==> src/rtl/dlfloat16_fpu_sequencer.sv <==
// dlfloat16_fpu_sequencer
// Single-issue sequencer and round-robin 2-way arbiter in front of the
// DLFloat16 FPU cluster. Holds opcode/operands stable for the unit latency,
// captures result and flags, and returns them tagged to the requester.
// Optional macro DLF_SEQ_OPCHECK_EN: only opcodes 0001..0101 are issued;
// any other opcode is answered at once with data 0 and the invalid-op flag.
module dlfloat16_fpu_sequencer #(
    parameter int LAT_SGN   = 1,
    parameter int LAT_ARITH = 3,
    parameter int TAG_W     = 4
) (
    input  logic             clk,
    input  logic             rst_n,
    input  logic             i_req0_valid,
    output logic             o_req0_ready,
    input  logic [3:0]       i_req0_op,
    input  logic [1:0]       i_req0_sel,
    input  logic [15:0]      i_req0_a,
    input  logic [15:0]      i_req0_b,
    input  logic [TAG_W-1:0] i_req0_tag,
    input  logic             i_req1_valid,
    output logic             o_req1_ready,
    input  logic [3:0]       i_req1_op,
    input  logic [1:0]       i_req1_sel,
    input  logic [15:0]      i_req1_a,
    input  logic [15:0]      i_req1_b,
    input  logic [TAG_W-1:0] i_req1_tag,
    output logic [3:0]       o_fu_ena,
    output logic [1:0]       o_fu_sel,
    output logic [15:0]      o_fu_in1,
    output logic [15:0]      o_fu_in2,
    input  logic [31:0]      i_fu_out,
    input  logic [4:0]       i_fu_exc,
    output logic             o_rsp_valid,
    input  logic             i_rsp_ready,
    output logic             o_rsp_id,
    output logic [TAG_W-1:0] o_rsp_tag,
    output logic [15:0]      o_rsp_data,
    output logic [4:0]       o_rsp_exc,
    output logic             o_busy
);

    localparam logic [3:0] OP_SGN  = 4'b0101;
    localparam logic [4:0] EXC_NV  = 5'b10000;

    typedef enum logic [1:0] {
        S_IDLE = 2'd0,
        S_EXEC = 2'd1,
        S_RESP = 2'd2
    } state_t;

    state_t             r_state;
    state_t             w_state_next;

    logic [3:0]         r_op;
    logic [1:0]         r_sel;
    logic [15:0]        r_a;
    logic [15:0]        r_b;
    logic [TAG_W-1:0]   r_tag;
    logic               r_id;
    logic [3:0]         r_cnt;
    logic [15:0]        r_data;
    logic [4:0]         r_exc;
    logic               r_last;
    logic               r_busy;

    logic               w_grant;
    logic               w_any;
    logic               w_accept;
    logic               w_op_legal;
    logic [3:0]         w_op;
    logic [1:0]         w_sel;
    logic [15:0]        w_a;
    logic [15:0]        w_b;
    logic [TAG_W-1:0]   w_tag;
    logic [3:0]         w_lat;
    logic               w_unused_fu_hi;

    // Upper half of the unit result bus carries nothing for 16-bit ops.
    assign w_unused_fu_hi = ^i_fu_out[31:16];

    // Round-robin grant: a lone requester wins; on contention, the one not served last.
    always_comb begin
        w_grant = 1'b0;
        w_any   = i_req0_valid | i_req1_valid;
        if (i_req0_valid && i_req1_valid) begin
            w_grant = ~r_last;
        end else if (i_req1_valid) begin
            w_grant = 1'b1;
        end
    end

    // Winning request fields and the latency it needs.
    assign w_op  = w_grant ? i_req1_op  : i_req0_op;
    assign w_sel = w_grant ? i_req1_sel : i_req0_sel;
    assign w_a   = w_grant ? i_req1_a   : i_req0_a;
    assign w_b   = w_grant ? i_req1_b   : i_req0_b;
    assign w_tag = w_grant ? i_req1_tag : i_req0_tag;
    assign w_lat = (w_op == OP_SGN) ? 4'(LAT_SGN) : 4'(LAT_ARITH);

`ifdef DLF_SEQ_OPCHECK_EN
    assign w_op_legal = (w_op >= 4'd1) && (w_op <= 4'd5);
`else
    assign w_op_legal = 1'b1;
`endif

    // Accept only in IDLE, and never while reset is held.
    assign w_accept     = (r_state == S_IDLE) && w_any && rst_n;
    assign o_req0_ready = w_accept && !w_grant;
    assign o_req1_ready = w_accept && w_grant;

    // State register.
    always_ff @(posedge clk or negedge rst_n) begin
        if (!rst_n) begin
            r_state <= S_IDLE;
        end else begin
            r_state <= w_state_next;
        end
    end

    // Next-state and unit-side outputs; operands reach the units only in EXEC.
    always_comb begin
        w_state_next = r_state;
        o_fu_ena     = 4'd0;
        o_fu_sel     = 2'd0;
        o_fu_in1     = 16'd0;
        o_fu_in2     = 16'd0;
        o_rsp_valid  = 1'b0;
        case (r_state)
            S_IDLE: begin
                if (w_accept) begin
                    w_state_next = w_op_legal ? S_EXEC : S_RESP;
                end
            end
            S_EXEC: begin
                o_fu_ena = r_op;
                o_fu_sel = r_sel;
                o_fu_in1 = r_a;
                o_fu_in2 = r_b;
                if (r_cnt == 4'd0) begin
                    w_state_next = S_RESP;
                end
            end
            S_RESP: begin
                o_rsp_valid = 1'b1;
                if (i_rsp_ready) begin
                    w_state_next = S_IDLE;
                end
            end
            default: w_state_next = S_IDLE;
        endcase
    end

    // Operation latch, latency countdown, result capture and last-served pointer.
    always_ff @(posedge clk or negedge rst_n) begin
        if (!rst_n) begin
            r_op   <= 4'd0;
            r_sel  <= 2'd0;
            r_a    <= 16'd0;
            r_b    <= 16'd0;
            r_tag  <= '0;
            r_id   <= 1'b0;
            r_cnt  <= 4'd0;
            r_data <= 16'd0;
            r_exc  <= 5'd0;
            r_last <= 1'b1;
            r_busy <= 1'b0;
        end else begin
            r_busy <= (w_state_next != S_IDLE);
            case (r_state)
                S_IDLE: begin
                    if (w_accept) begin
                        r_op  <= w_op;
                        r_sel <= w_sel;
                        r_a   <= w_a;
                        r_b   <= w_b;
                        r_tag <= w_tag;
                        r_id  <= w_grant;
                        r_cnt <= w_lat;
                        if (!w_op_legal) begin
                            r_data <= 16'd0;
                            r_exc  <= EXC_NV;
                        end
                    end
                end
                S_EXEC: begin
                    r_cnt <= r_cnt - 4'd1;
                    if (r_cnt == 4'd0) begin
                        r_data <= i_fu_out[15:0];
                        r_exc  <= i_fu_exc;
                    end
                end
                S_RESP: begin
                    if (i_rsp_ready) begin
                        r_last <= r_id;
                    end
                end
                default: ;
            endcase
        end
    end

    assign o_rsp_id   = r_id;
    assign o_rsp_tag  = r_tag;
    assign o_rsp_data = r_data;
    assign o_rsp_exc  = r_exc;
    assign o_busy     = r_busy;

endmodule

==> config.mk <==
export PLATFORM = sky130hd
export DESIGN_NAME = dlfloat16_fpu_sequencer
export DESIGN_NICKNAME = d
export VERILOG_FILES = /design/src/rtl/dlfloat16_fpu_sequencer.sv
export SDC_FILE = /design/constraint.sdc
export NUM_CORES = 1
export LEC_CHECK = 0
export BUFFER_PORTS_ARGS = -buffer_cell sky130_fd_sc_hd__clkbuf_2
export CAP_MARGIN = 10
export CORE_ASPECT_RATIO = 1.5
export CORE_MARGIN = 1
export CORE_UTILIZATION = 49
export CTS_CLUSTER_SIZE = 10
export DETAILED_ROUTE_END_ITERATION = 16
export PLACE_DENSITY = 0.86
export REMOVE_ABC_BUFFERS = 1
export SYNTH_ARGS = -nofsm -noshare
export SYNTH_HDL_FRONTEND = slang
export SYNTH_SLANG_ARGS = --single-unit
export TNS_END_PERCENT = 50
==> constraint.sdc <==
create_clock -name clk -period 3.65 [get_ports clk]
set_clock_uncertainty 0.1 [all_clocks]
set_input_delay 0.1825 -clock clk [delete_from_list [all_inputs] [get_ports clk]]
set_output_delay 0.1825 -clock clk [all_outputs]
set_load 0.05 [all_outputs]
Yosys cells after proc, flatten, opt, wreduce, memory -nomap -nowiden
Index checks and enable logic that the tools add are counted.
Operators by class
  multiplexer cells: 19
  add/subtract/negate cells: 1
  equality and inequality tests: 4
  bitwise operators: 2
  reduce and logical (&&, ||, !) cells: 14
Operators by type and width (count)
  16-bit two-way mux: 4
  4-bit two-way mux: 4
  2-bit two-way mux: 6
  4-bit case mux with 2 select lines: 1
  2-bit AND reduction: 4
  2-bit case mux with 3 select lines: 1
  1-bit logical AND: 5
  4-bit by 3-bit == test with 1-bit output, second input constant: 1
  4-bit logical NOT: 1
  2-bit nonzero test: 2
  4-bit by 1-bit subtractor with 4-bit output, second input constant: 1
  1-bit two-way mux: 3
  2-bit by 1-bit == test with 1-bit output, second input constant: 1
  2-bit == test, second input constant: 1
  2-bit logical NOT: 1
  2-bit != test, second input constant: 1
  1-bit logical NOT: 1
  1-bit NOT: 1
  1-bit bitwise OR: 1
Word-level totals
  register bits after elaboration: 72
  word-level logic and storage cells: 52
  input port bits: 126
  output and inout bits: 68

Logic depth before layout (Yosys ltp)
  depth after elaboration: 7
  depth in mapped cells: 6
  depth with buffers taken out: 5

Worst setup path before layout
No wires, ideal clock.
  path type: flip-flop to output port
  from: register r_state[1]
  to: output o_req0_ready
  stages on the path, launching flop included: 4
  path slack: 1787 ps
  required time: 3367 ps
  path buffers: 1
  data arrival time: 1580 ps
  path through: dfrtp_1 clkbuf_2 or3_1 nor2_1
Between the ends
  cells in the longest elaborated chain, start to end: 4
Ends and longest elaborated chain
  start: declaration: RTL line 52  | state_t r_state;
  start signal: assignment: RTL line 117  | r_state <= w_state_next;
  2-bit logical NOT: RTL line 108  | assign w_accept = (r_state == S_IDLE) && w_any && rst_n;
  1-bit logical AND (2 in series): RTL line 108
  1-bit logical AND: RTL line 109  | assign o_req0_ready = w_accept && !w_grant;
  end: declaration: RTL line 15  | output logic o_req0_ready,
No other way between the ends.

Worst setup path after layout
  from: register r_last
  to: output o_req1_ready
Between the ends
  cells in the longest elaborated chain, start to end: 3
Ends and longest elaborated chain
  start: declaration: RTL line 64  | logic r_last;
  start signal: assignment: RTL line 195  | r_last <= r_id;
  1-bit NOT: RTL line 87  | w_grant = ~r_last;
  1-bit two-way mux: RTL line 86  | if (i_req0_valid && i_req1_valid) begin
  1-bit logical AND: RTL line 110  | assign o_req1_ready = w_accept && w_grant;
  end: declaration: RTL line 22  | output logic o_req1_ready,
No other way between the ends.

==> results.py <==
metrics = {
    "routing": {
        "vias": 2827,
        "drt-vias-per-instance": 4.94,
        "detailed_routing_iterations_pass_1": 4,
        "routedWlPerCell_um": 14.4,
        "ant_nets": 0,
        "postRouteWirelength_um": 8260,
        "detail_route.drc_violations": 0,
        "drt-initial-drc-count": 142,
    },
    "critical_path": {
        "worst_ep_required_time_ns": 3.37,
        "setup.worst_path.end_class": "output pin",
        "critical_path_class": "flop to output pin",
        "worstSetupStartpointType": "flop",
        "critical_path.max_fanout": 41,
        "critPathArrivalTime_ns": 1.95,
    },
    "finish": {
        "post_route_cells_drive_above_1_share_pct": 58.2,
        "finalInstanceArea_um2": 4970,
        "num-nets-final": 593,
        "syn_to_final_growth_pct": 37.1,
    },
    "global_route": {
        "grt_max_degree": 73,
        "antenna_found_initial": 1,
        "grt_pass1_vias": 2891,
        "grt_remaining_overflow": 0,
        "grt_first_pass_wirelength_um": 13000,
        "grtUsageTotal_pct": 22.3,
    },
    "logic_synthesis": {
        "yosys_warnings": 0,
        "synthDominantCellAreaShare_pct": 49.0,
        "postSynthRegisterBits": 72,
        "synth_top_area_cell": "sky130_fd_sc_hd__dfrtp_1",
        "ys_types": 34,
        "synthTopCellsByArea": "sky130_fd_sc_hd__dfrtp_1 (49%), sky130_fd_sc_hd__mux2_2 (22%), sky130_fd_sc_hd__mux2_1 (11%)",
        "syn_avg_cell_area_um2": 13.6,
        "syn_area_um2": 3620,
        "syn_inst": 267,
        "synth.yosys.seq_area_share_pct": 49.8,
    },
    "clock_tree": {
        "clk-insertion-delay-late_ns": 0.34,
        "cts-htree-levels": 3,
        "clock-sinks": 72,
        "post_cts_setup_bufs": 0,
        "tritoncts.num_buffers": 9,
        "clk_root_buffer_cell": "sky130_fd_sc_hd__clkbuf_8",
        "maximum_number_of_buffers_from_clock_root_to_sink": 2,
        "cts_tree": "yes",
        "cts.reportedPaths.clkPinSlew_ns": 0.07,
        "cts-resized-gates": 0,
    },
    "place": {
        "placed_area_um2": 4540,
        "place.detailed.hpwl_um": 5810,
        "place.port_buffers": 177,
        "gp_congestion": 0.758,
    },
    "outcome": {
        "run_status": "complete, but fails checks",
        "violations": "negative hold slack",
    },
    "power": {
        "vdd_ir_drop_max_v": 0.000761,
        "power_density_nw_per_um2": 1030,
        "static-leakage-power_nw": 2.47,
    },
    "die": {
        "fp.dieArea_um2": 7750,
        "floorplan.io_pins": 194,
        "start_util_pct": 50.5,
        "die_h_um": 107,
        "core_um2": 7180,
        "placementRows": 38,
        "die-width_um": 72.2,
    },
    "timing": {
        "period_share_pct": 61.2,
        "grt_setup_unrepaired": "false",
        "final_number_of_max_transition_violations": 0,
        "timing.max_slew.rel_slack_pct": 40.7,
        "finalCriticalPeriod_ns": 2.24,
        "hold-worst-slack_ns": -0.0150,
        "clock.fmax_mhz": 447,
        "worst_slew_pin_slew_ns": 0.890,
        "final-hold-violation-count": 21,
        "timing.setup.tns_ns": 0,
        "final_setup_violation_count": 0,
    },
    "worst_hold_path": {
        "timing.hold.worst.class": "input pin to async pin",
    },
    "run": {
        "max_cap_viol": 0,
    },
}
==> per-layer routing <==
layer | global-route usage [%] | routed length, um | vias up
met4 | 15.1 | 348 | 0
met5 | 0 | 0 | -
met1 | 23.4 | 2930 | 1351
li1 | - | - | 1331
met3 | 4.12 | 420 | 28
met2 | 39.6 | 4560 | 117
==> cell usage in the layout (no fill, tap or decap) <==
cell type,Yosys,layout
sky130_fd_sc_hd__mux2_1,37,37
sky130_fd_sc_hd__dlygate4sd3_1,0,22
sky130_fd_sc_hd__buf_4,1,5
sky130_fd_sc_hd__nor2_1,2,2
sky130_fd_sc_hd__buf_2,0,1
sky130_fd_sc_hd__nor3_4,1,1
sky130_fd_sc_hd__a22oi_1,1,1
sky130_fd_sc_hd__o211ai_1,1,1
sky130_fd_sc_hd__mux2i_1,1,1
sky130_fd_sc_hd__a21oi_1,1,1
sky130_fd_sc_hd__nor3_1,1,1
sky130_fd_sc_hd__o21ai_0,2,2
sky130_fd_sc_hd__nor4bb_1,2,2
sky130_fd_sc_hd__a21boi_4,0,1
sky130_fd_sc_hd__nand3_1,1,1
sky130_fd_sc_hd__xor2_1,1,1
sky130_fd_sc_hd__and3b_1,1,1
sky130_fd_sc_hd__clkbuf_2,1,176
sky130_fd_sc_hd__ha_1,1,1
sky130_fd_sc_hd__nor3b_1,1,1
sky130_fd_sc_hd__nor2b_2,1,1
sky130_fd_sc_hd__a22o_1,1,1
sky130_fd_sc_hd__or3_1,1,1
sky130_fd_sc_hd__diode_2,0,1
sky130_fd_sc_hd__clkbuf_8,0,14
sky130_fd_sc_hd__inv_1,4,4
sky130_fd_sc_hd__mux2_2,71,71
sky130_fd_sc_hd__and2_1,39,39
sky130_fd_sc_hd__clkinv_2,0,2
sky130_fd_sc_hd__nand2_2,1,1
sky130_fd_sc_hd__dfstp_2,1,1
sky130_fd_sc_hd__o21ai_1,1,1
sky130_fd_sc_hd__a21o_1,1,1
sky130_fd_sc_hd__nor2b_1,1,1
sky130_fd_sc_hd__nand2_1,2,2
sky130_fd_sc_hd__dfrtp_1,71,71
sky130_fd_sc_hd__a221o_1,1,1
==> synthesized netlist by cell type (all sizes together) <==
cell type	number
a21boi	1
a21o	1
a21oi	1
a221o	1
a22o	1
a22oi	1
and2	39
and3b	1
buf	11
clkbuf	5
dfrtp	71
dfstp	1
ha	1
inv	4
mux2	108
mux2i	1
nand2	3
nand3	1
nor2	2
nor2b	2
nor3	2
nor3b	1
nor4bb	2
o211ai	1
o21ai	3
or3	1
xor2	1
==> metrics by stage <==
step,std cells,power [W],worst slack (ns),hold WS (ns),util (%)
after floorplan,251,0.00378,-0.0493,-0.213,-
after global placement,533,0.00442,1.64,0.304,63.3
after detailed placement,533,0.00451,1.59,0.322,63.3
after CTS,571,0.00516,1.35,0.00983,69.2
after global routing,572,0.00539,1.33,0.0677,69.2
final,572,0.00512,1.41,-0.0150,69.2
==> flip-flops by register name, indices dropped and copies added (netlist names) <==
signal,count
o_busy,1
o_rsp_data,16
r_sel,2
r_cnt,4
o_rsp_id,1
r_b,16
o_rsp_tag,4
r_state,2
r_last,1
r_op,4
o_rsp_exc,5
r_a,16
==> power breakdown <==
group	switching, W	internal [W]	leakage, nW
sequential	0.000210	0.00121	0.848
clock	0.000274	0.000338	0.108
combinational	0.00214	0.000945	1.51
total	0.00263	0.00249	2.47
==> timing repair <==
item                       4_1_cts  5_1_grt
hold endpoints to repair        23        0
hold buffers                    22        0
setup endpoints to repair        0        0
==> final cells by class <==
cell class	count	area, um^2
Tap cell	100	125
Timing Repair Buffer	204	1140
Sequential cell	72	1800
Inverter	4	15.0
Multi-Input combinational cell	175	1680
Fill cell	549	2210
Clock buffer	14	193
Antenna cell	1	2.50
Clock inverter	2	10.0
==> final timing paths <==
kind / start / to / slack [ns] / cells after the start
worst max-delay path: r_last$_DFFE_PN1P_ / o_req1_ready / 1.41 / 4
worst min-delay path: rst_n / r_a[15]$_DFFE_PN0P_ / -0.01 / 2
worst max register to register: r_last$_DFFE_PN1P_ / r_b[10]$_DFFE_PN0P_ / 1.62 / 4
worst min register to register: r_a[1]$_DFFE_PN0P_ / r_a[1]$_DFFE_PN0P_ / 0.40 / 1
max in group asynchronous: rst_n / o_rsp_data[9]$_DFFE_PN0P_ / 2.87 / 2
min in group clk: i_req0_b[15] / r_b[15]$_DFFE_PN0P_ / 0.08 / 3
==> logic make-up (layout without fill, tap and decap cells) <==
| group | Yosys count | count (layout) | share of synthesized area, % |
|---|---|---|---|
| buffers and inverters | 20 | 224 | 4.28 |
| other | 0 | 1 | 0 |
| XOR/XNOR | 1 | 1 | 0.242 |
| adder cells (fa/ha/maj) | 1 | 1 | 0.345 |
| AO/OA/AOI/OAI | 10 | 10 | 1.90 |
| flip-flops | 72 | 72 | 49.8 |
| multiplexers | 109 | 109 | 33.8 |
| AND/OR/NAND/NOR | 54 | 54 | 9.63 |
==> critical path, cell delays in order, from the launching register on <==
cell	delay, ns
sky130_fd_sc_hd__dfstp_2	0.39
sky130_fd_sc_hd__a21boi_4	0.26
sky130_fd_sc_hd__buf_4	0.49
sky130_fd_sc_hd__and2_1	0.20
sky130_fd_sc_hd__clkbuf_2	0.27
Power figures use the tool's default switching activity.
